<file path="src/rtl/multi_edge_counter.sv">
// Multi-channel gated edge counter: synchronised edge detection per channel, saturating
// counts over a fixed gate window, results published with a one-cycle valid strobe.
module multi_edge_counter #(
  parameter int NCH         = 4,
  parameter int CNT_W       = 8,
  parameter int SAT_MAX     = 250,
  parameter int GATE_CYCLES = 1000
) (
  input  logic                 clk_in,
  input  logic                 reset,
  input  logic                 enable,
  input  logic [1:0]           edge_mode,
  input  logic [NCH-1:0]       sig_in,
  output logic [NCH*CNT_W-1:0] data_out,
  output logic [NCH-1:0]       ovf,
  output logic                 data_valid,
  output logic                 busy
);

  localparam int               TMR_W    = $clog2(GATE_CYCLES);
  localparam logic [TMR_W-1:0] TMR_LAST = TMR_W'(GATE_CYCLES - 1);
  localparam logic [CNT_W-1:0] CNT_SAT  = CNT_W'(SAT_MAX);
  localparam logic [1:0]       ARM_LAST = 2'd2;

  typedef enum logic [1:0] {
    S_IDLE,
    S_ARM,
    S_RUN
  } state_t;

  state_t state, state_nxt;

  logic [NCH-1:0]            q1, q2, q3;
  logic [1:0]                mode;
  logic [1:0]                arm_cnt;
  logic [TMR_W-1:0]          timer;
  logic [NCH-1:0][CNT_W-1:0] cnt, cnt_nxt;
  logic [NCH-1:0]            win_ovf, sat_hit;
  logic [NCH-1:0]            rise, fall, edge_det;
  logic                      counting, terminal;

  // Edges are judged on q2/q3 only, so mode 11 yields at most one count per cycle.
  always_comb begin
    rise     = q2 & ~q3;
    fall     = ~q2 & q3;
    edge_det = ({NCH{mode[0]}} & rise) | ({NCH{mode[1]}} & fall);
  end

  assign counting = (state == S_RUN) && enable;
  assign terminal = counting && (timer == TMR_LAST);
  assign busy     = (state != S_IDLE);

  always_comb begin
    // NOTE: every combinational output gets a default first so no path infers a latch.
    cnt_nxt = cnt;
    sat_hit = '0;
    for (int i = 0; i < NCH; i++) begin
      if (edge_det[i]) begin
        if (cnt[i] >= CNT_SAT) sat_hit[i] = 1'b1;
        else                   cnt_nxt[i] = cnt[i] + CNT_W'(1);
      end
    end
  end

  always_comb begin
    state_nxt = state;
    case (state)
      S_IDLE:  if (enable) state_nxt = S_ARM;
      S_ARM:   if (!enable) state_nxt = S_IDLE;
               else if (arm_cnt == ARM_LAST) state_nxt = S_RUN;
      S_RUN:   if (!enable) state_nxt = S_IDLE;
      default: state_nxt = S_IDLE;
    endcase
  end

  // NOTE: sequential state uses non-blocking assignments so every flop samples pre-edge values.
  always_ff @(posedge clk_in) begin
    if (reset) state <= S_IDLE;
    else       state <= state_nxt;
  end

  always_ff @(posedge clk_in) begin
    if (reset) begin
      q1         <= '0;
      q2         <= '0;
      q3         <= '0;
      mode       <= '0;
      arm_cnt    <= '0;
      timer      <= '0;
      cnt        <= '0;
      win_ovf    <= '0;
      data_out   <= '0;
      ovf        <= '0;
      data_valid <= 1'b0;
    end else begin
      q1         <= sig_in;
      q2         <= q1;
      q3         <= q2;
      data_valid <= 1'b0;

      // Mode is frozen for the whole busy period; later edge_mode changes wait for re-arm.
      if (state == S_IDLE && enable) mode <= edge_mode;

      arm_cnt <= (state == S_ARM) ? arm_cnt + 2'd1 : 2'd0;

      if (terminal) begin
        data_out   <= cnt_nxt;
        ovf        <= win_ovf | sat_hit;
        data_valid <= 1'b1;
        timer      <= '0;
        cnt        <= '0;
        win_ovf    <= '0;
      end else if (counting) begin
        timer   <= timer + TMR_W'(1);
        cnt     <= cnt_nxt;
        win_ovf <= win_ovf | sat_hit;
      end else begin
        // IDLE, ARM, or a window abandoned by enable=0: discard partial results.
        timer   <= '0;
        cnt     <= '0;
        win_ovf <= '0;
      end
    end
  end

endmodule

</file>
<file path="config.mk">
export PLATFORM = sky130hd
export DESIGN_NAME = multi_edge_counter
export DESIGN_NICKNAME = d
export VERILOG_FILES = /design/src/rtl/multi_edge_counter.sv
export SDC_FILE = /design/constraint.sdc
export NUM_CORES = 1
export LEC_CHECK = 0
export ABC_CLOCK_PERIOD_IN_PS = 2220
export CAP_MARGIN = 25
export CORE_ASPECT_RATIO = 0.75
export CORE_MARGIN = 3
export CORE_UTILIZATION = 58
export CTS_BUF_LIST = sky130_fd_sc_hd__clkbuf_4
export CTS_CLUSTER_DIAMETER = 80
export DETAILED_ROUTE_END_ITERATION = 6
export GPL_TIMING_DRIVEN = 0
export HOLD_SLACK_MARGIN = 0.03
export PLACE_DENSITY = 0.82
export SYNTH_ARGS = -nofsm -noshare
export SYNTH_HDL_FRONTEND = slang
export SYNTH_SLANG_ARGS = --single-unit
</file>
<file path="constraint.sdc">
create_clock -name clk_in -period 2.22 [get_ports clk_in]
set_input_delay 0.222 -clock clk_in [delete_from_list [all_inputs] [get_ports clk_in]]
set_output_delay 0.222 -clock clk_in [all_outputs]
set_load 0.02 [all_outputs]
</file>
# After elaboration in Yosys (flattened, before gate mapping)

Index checks and enable logic that the tools add are counted.

Register bits: 101
Output and inout bits: 38

Add/subtract/negate cells: 6
$lt $le $gt $ge: 4
Eq/ne operators: 7
Multiplexer cells: 22
Bitwise gates (word level): 10
Reduce and logical (&&, ||, !) cells: 8

Operator list:

| kind                                                     | count |
|---|---|
| two-way mux 8 bit                                        | 8 |
| adder 8 x 1 -> 8 bit, second input constant              | 4 |
| greater-or-equal comparator 8 bit, second input constant | 4 |
| bitwise AND 4 bit                                        | 4 |
| adder 10 x 1 -> 10 bit, second input constant            | 1 |
| equality test 10 bit, second input constant              | 1 |
| two-way mux 1 bit                                        | 9 |
| two-way mux 2 bit                                        | 4 |
| NOT 4 bit                                                | 2 |
| bitwise OR 4 bit                                         | 2 |
| one-hot mux 2 bit (3 select lines)                       | 1 |
| equality test 2 bit, second input constant               | 2 |
| != test 2 bit, second input constant                     | 2 |
| logical AND 1 bit                                        | 3 |
| != test 3 bit, second input constant                     | 1 |
| AND reduction 3 bit                                      | 1 |
| OR reduction 3 bit                                       | 1 |
| adder 2 x 1 -> 2 bit, second input constant              | 1 |
| equality test 2 x 1 -> 1 bit, second input constant      | 1 |
| zero test 2 bit                                          | 1 |
| NOT 1 bit                                                | 2 |
| nonzero test 2 bit                                       | 1 |
| OR reduction 2 bit                                       | 1 |

# Longest topological paths before layout

Depth in word-level cells: 6
Mapped depth: 7
Mapped depth without buffers: 6

# Worst setup path after synthesis

Ideal clock, no wire load.

Path kind: register to register
From: reg cnt[24] in the netlist's numbering
To: reg data_out[26]
Setup time: 0.074 ns
Arrival: 1.632 ns
Required time: 2.146 ns
Slack: 0.514 ns
Stages on the path, launching flop included: 7
Buffers on the path: 0
Period minus slack after synthesis: 1.706 ns
Cell sequence: dfxtp_1 > inv_1 > ha_1 > o31ai_1 > o2bb2ai_1 > or3_1 > a31oi_1

Cells in the longest elaborated chain, start to end: 3
Elaborated cells between the ends (all ways): 4

Ends and longest elaborated chain:

| item                                                                      | RTL line | RTL |
|---|---|---|
| start, declared                                                           | 37       | `logic [NCH-1:0][CNT_W-1:0] cnt, cnt_nxt;` |
| start signal, assigned                                                    | 115      | `cnt <= cnt_nxt;` |
| adder 8 x 1 -> 8 bit or greater-or-equal comparator 8 bit (tied branches) | 60, 59   |  |
| two-way mux 8 bit (*)                                                     | 59       | `if (cnt[i] >= CNT_SAT) sat_hit[i] = 1'b1;` |
| two-way mux 8 bit (*)                                                     | 58       | `if (edge_det[i]) begin` |
| end signal, assigned                                                      | 107      | `data_out <= cnt_nxt;` |
| end, declared                                                             | 14       | `output logic [NCH*CNT_W-1:0] data_out,` |

Mark *: on every way between the ends. The rest lies on a longest branch, timed or not.
A chain may end at the register's enable or synchronous reset.

# Final worst setup path

From: reg timer[0]
To: reg data_out[31]

Cells in the longest elaborated chain, start to end: 2

Ends and longest elaborated chain:

| item                   | RTL line | RTL |
|---|---|---|
| start, declared        | 36       | `logic [TMR_W-1:0] timer;` |
| start signal, assigned | 114      | `timer <= timer + TMR_W'(1);` |
| equality test 10 bit   | 50       | `assign terminal = counting && (timer == TMR_LAST);` |
| logical AND 1 bit      | 50       |  |

No other way between the ends.

==> results.py <==
metrics = {
    "clock_tree": {
        "cts_setup_buffers": 0,
        "clk_path_buf_depth": 2,
        "clkTransAtPathRegs_ns": 0.15,
        "tritoncts": "yes",
        "cts_sinks": 101,
        "worstSkewPairLatency_ns": 0.47,
        "htreeDepth": 3,
        "cts_inserted_buffers": 9,
        "cts-root-buf": "clkbuf_4",
    },
    "sta": {
        "max_freq_mhz": 484,
        "totalNegativeSetupSlack_ns": 0,
        "finalWorstPathRequiredPeriod_ns": 2.07,
        "hold_viol": 0,
        "fin_crit_sh_pct": 93.1,
        "max_slew_margin_pct": 53.5,
        "holdWs_ns": 0.298,
        "finClkSkew_ns": 0.0196,
        "setup_viol": 0,
        "rsz0062_at_grt": "false",
        "worstMarginPinSlew_ns": 0.698,
        "slew_violations": 0,
    },
    "drt": {
        "remaining_drc_errors": 0,
        "ant_nets": 0,
        "vias_per_cell": 5.92,
        "num_vias": 3665,
        "drt-initial-drc-count": 240,
        "drt-pass1-iter-count": 5,
        "routed_wl_mm": 10.9,
        "wl_per_cell_um": 17.7,
    },
    "placement": {
        "dpl.cell_count": 604,
        "hpwl_mm": 7.81,
        "gp_congestion": 0.920,
        "numPortBuffers": 46,
        "place_area_sq_um": 4930,
    },
    "worst_setup_path": {
        "cp_data_arrival_time_ns": 2.39,
        "path_class": "reg2reg",
        "reg2reg_slack_ns": 0.15,
        "reg2reg_to": "data_out[31]",
        "startpoint": "timer[0]",
        "critPathCaptureType": "flip-flop",
        "rr_startpoint": "timer[0]",
        "worstPathMaxFanout": 10,
        "r2r_cells": 5,
        "required_ns": 2.54,
        "start_kind": "flip-flop",
    },
    "yosys": {
        "synth_nets": 479,
        "netlist_area_sq_um": 4340,
        "synth_cell_types": 59,
        "synth_edf_count": 0,
        "async_reset_ff_share_pct": 0,
        "synth_cells": 460,
        "synth.avg_cell_area_sq_um": 9.44,
        "yosys_warnings": 0,
        "synth_ff_type": "dfxtp_1",
        "yosysSeqAreaShare_pct": 46.6,
        "synth-seq-cells": 101,
    },
    "power_and_ir_drop": {
        "power.switching_uw": 641,
        "clkPwrFrac_pct": 33.0,
        "sw_frac_of_total_pct": 22.4,
        "power.density_nw_per_um2": 566,
        "pwr-share-seq_pct": 64.0,
        "internal-power_mw": 2.22,
        "ir_worst_vdd_mv": 0.520,
        "pwr-share-comb_pct": 3.0,
        "p_leak_nw": 1.63,
    },
    "worst_hold_path": {
        "holdPathStages": 2,
        "min_from": "sig_in[3]",
        "hold_path_class": "in2reg",
        "whs_endpoint": "q1[3]",
    },
    "floorplanning": {
        "rows": 26,
        "initial_utilization_pct": 61.8,
        "die_area_sq_um": 8570,
        "io_pins": 47,
        "die_w_um": 106,
        "die_y_um": 80.9,
        "core_area_sq_um": 7030,
    },
    "finish": {
        "areaGrowthSynthToFinish_pct": 16.5,
        "drive_above_1_share_pct": 10.2,
        "fin_cells": 619,
        "antenna_cells": 0,
        "postLayoutCoreUtil_pct": 72.0,
        "fin_area_sq_um": 5060,
        "nNetsFinal": 536,
    },
    "flow_run": {
        "drv_cap": 0,
    },
    "global_route": {
        "grt_max_degree": 16,
        "grt_pass1_vias": 3471,
        "antenna_found_initial": 0,
        "grt_overflow": 0,
        "grt_pass1_wl_mm": 17.4,
        "grt_util_all_layers_pct": 26.3,
    },
    "outcome": {
        "status": "finished, final reports clean",
    },
}
[final cells by class]
class,count,area (sq um)
inverters,22,82.6
well taps,98,123
multi-input cells,318,2120
clock inverters,4,50.0
clock buffers,11,82.6
plain buffers,19,116
flip-flops and latches,101,2020
repair buffers,46,460
fillers,582,1970
[metal layers]
layer	wire, um	share of wire [%]	global-route usage, %	vias to the layer above
li1	-	-	-	1762
met5	0	0	0	-
met1	4900	45	34.6	1751
met2	5060	46	42.5	136
met3	812	7.4	7.86	16
met4	159	1.5	7.63	0
[placed cells by master (no fill, tap or decap), types with 3 or more instances in the layout]
master	netlist	routed
o32ai_1	4	4
or3_1	6	6
ha_1	10	10
o22ai_1	13	13
clkbuf_4	0	11
inv_1	22	22
nor2_1	70	70
mux2i_1	8	8
xnor2_1	10	10
nand4b_1	4	4
clkbuf_1	7	6
nand2b_1	16	16
nand2_1	21	21
a211oi_1	10	10
nand3b_1	9	9
buf_2	4	4
nand3_1	6	6
and3b_1	5	5
a21oi_1	22	22
o21bai_1	3	3
o21ai_0	11	11
clkdlybuf4s50_1	0	46
and3_1	6	6
buf_4	4	4
nand4_1	9	9
a211oi_2	10	10
a31oi_1	6	6
dfxtp_1	101	101
mux2_2	5	5
a311oi_1	4	4
nor3_1	6	6
buf_6	3	3
nor2b_1	12	12
[worst max-delay path, cell delays in order, from the launching register on]
cell and delay, ns:
dfxtp_1 0.39, ha_1 0.23, nand4b_2 0.21, nor4_4 0.57, buf_2 0.40, a211oi_1 0.12
[what timing repair did]
item,CTS,global route
hold buffers,0,0
gates resized for setup,0,2
setup endpoints to repair,0,6
[registers in the layout, indices dropped and copies added (netlist names)]
| register | cells |
|---|---|
| arm_cnt | 2 |
| cnt | 32 |
| data_out | 32 |
| data_valid | 1 |
| mode | 2 |
| ovf | 4 |
| q1 | 4 |
| q2 | 4 |
| q3 | 4 |
| state | 2 |
| timer | 10 |
| win_ovf | 4 |
[synth_stat cells, drive strengths merged (11+ instances only)]
library cell	count	area share (%)
dfxtp	101	47
nor2	70	6.1
a21oi	22	2.5
inv	22	1.9
nand2	21	1.8
a211oi	20	4.6
nand2b	16	2.3
o22ai	13	1.9
nor2b	12	1.7
buf	11	1.9
o21ai	11	1.3
[stage by stage]
step	setup WS, ns	power (mW)
2_1_floorplan	0.514	1.92
3_3_place_gp	-0.0363	1.95
3_5_place_dp	-0.0468	1.96
4_1_cts	0.115	2.88
5_1_grt	0.00885	2.96
6_report	0.153	2.86
[kinds of logic after synthesis]
family	count (synthesis)	share of synthesized area, %
buffers and inverters	41	4.55
AO/OA/AOI/OAI	103	17.8
XOR/XNOR	12	2.42
adder cells (fa/ha/maj)	10	2.88
multiplexers	13	3.14
AND/OR/NAND/NOR	180	22.7
flip-flops	101	46.6
[power by group through the flow]
| stage | Sequential [mW] | Clock [mW] | Combinational (mW) |
|---|---|---|---|
| after detailed placement | 1.87 | 0 | 0.0837 |
| after CTS | 1.83 | 0.960 | 0.0844 |
| after global routing | 1.84 | 1.03 | 0.0924 |
| final | 1.83 | 0.946 | 0.0851 |
| after floorplan | 1.87 | 0 | 0.0472 |
| after global placement | 1.87 | 0 | 0.0823 |
[worst max-delay path by stage]
stage                              end  slack [ns]
after CTS                 data_out[28]        0.11
final                     data_out[31]        0.15
after detailed placement      state[1]       -0.05
after global routing      data_out[31]       0.009
after global placement        state[1]       -0.04
after floorplan           data_out[26]        0.51
(Power assumes the default switching activity.)
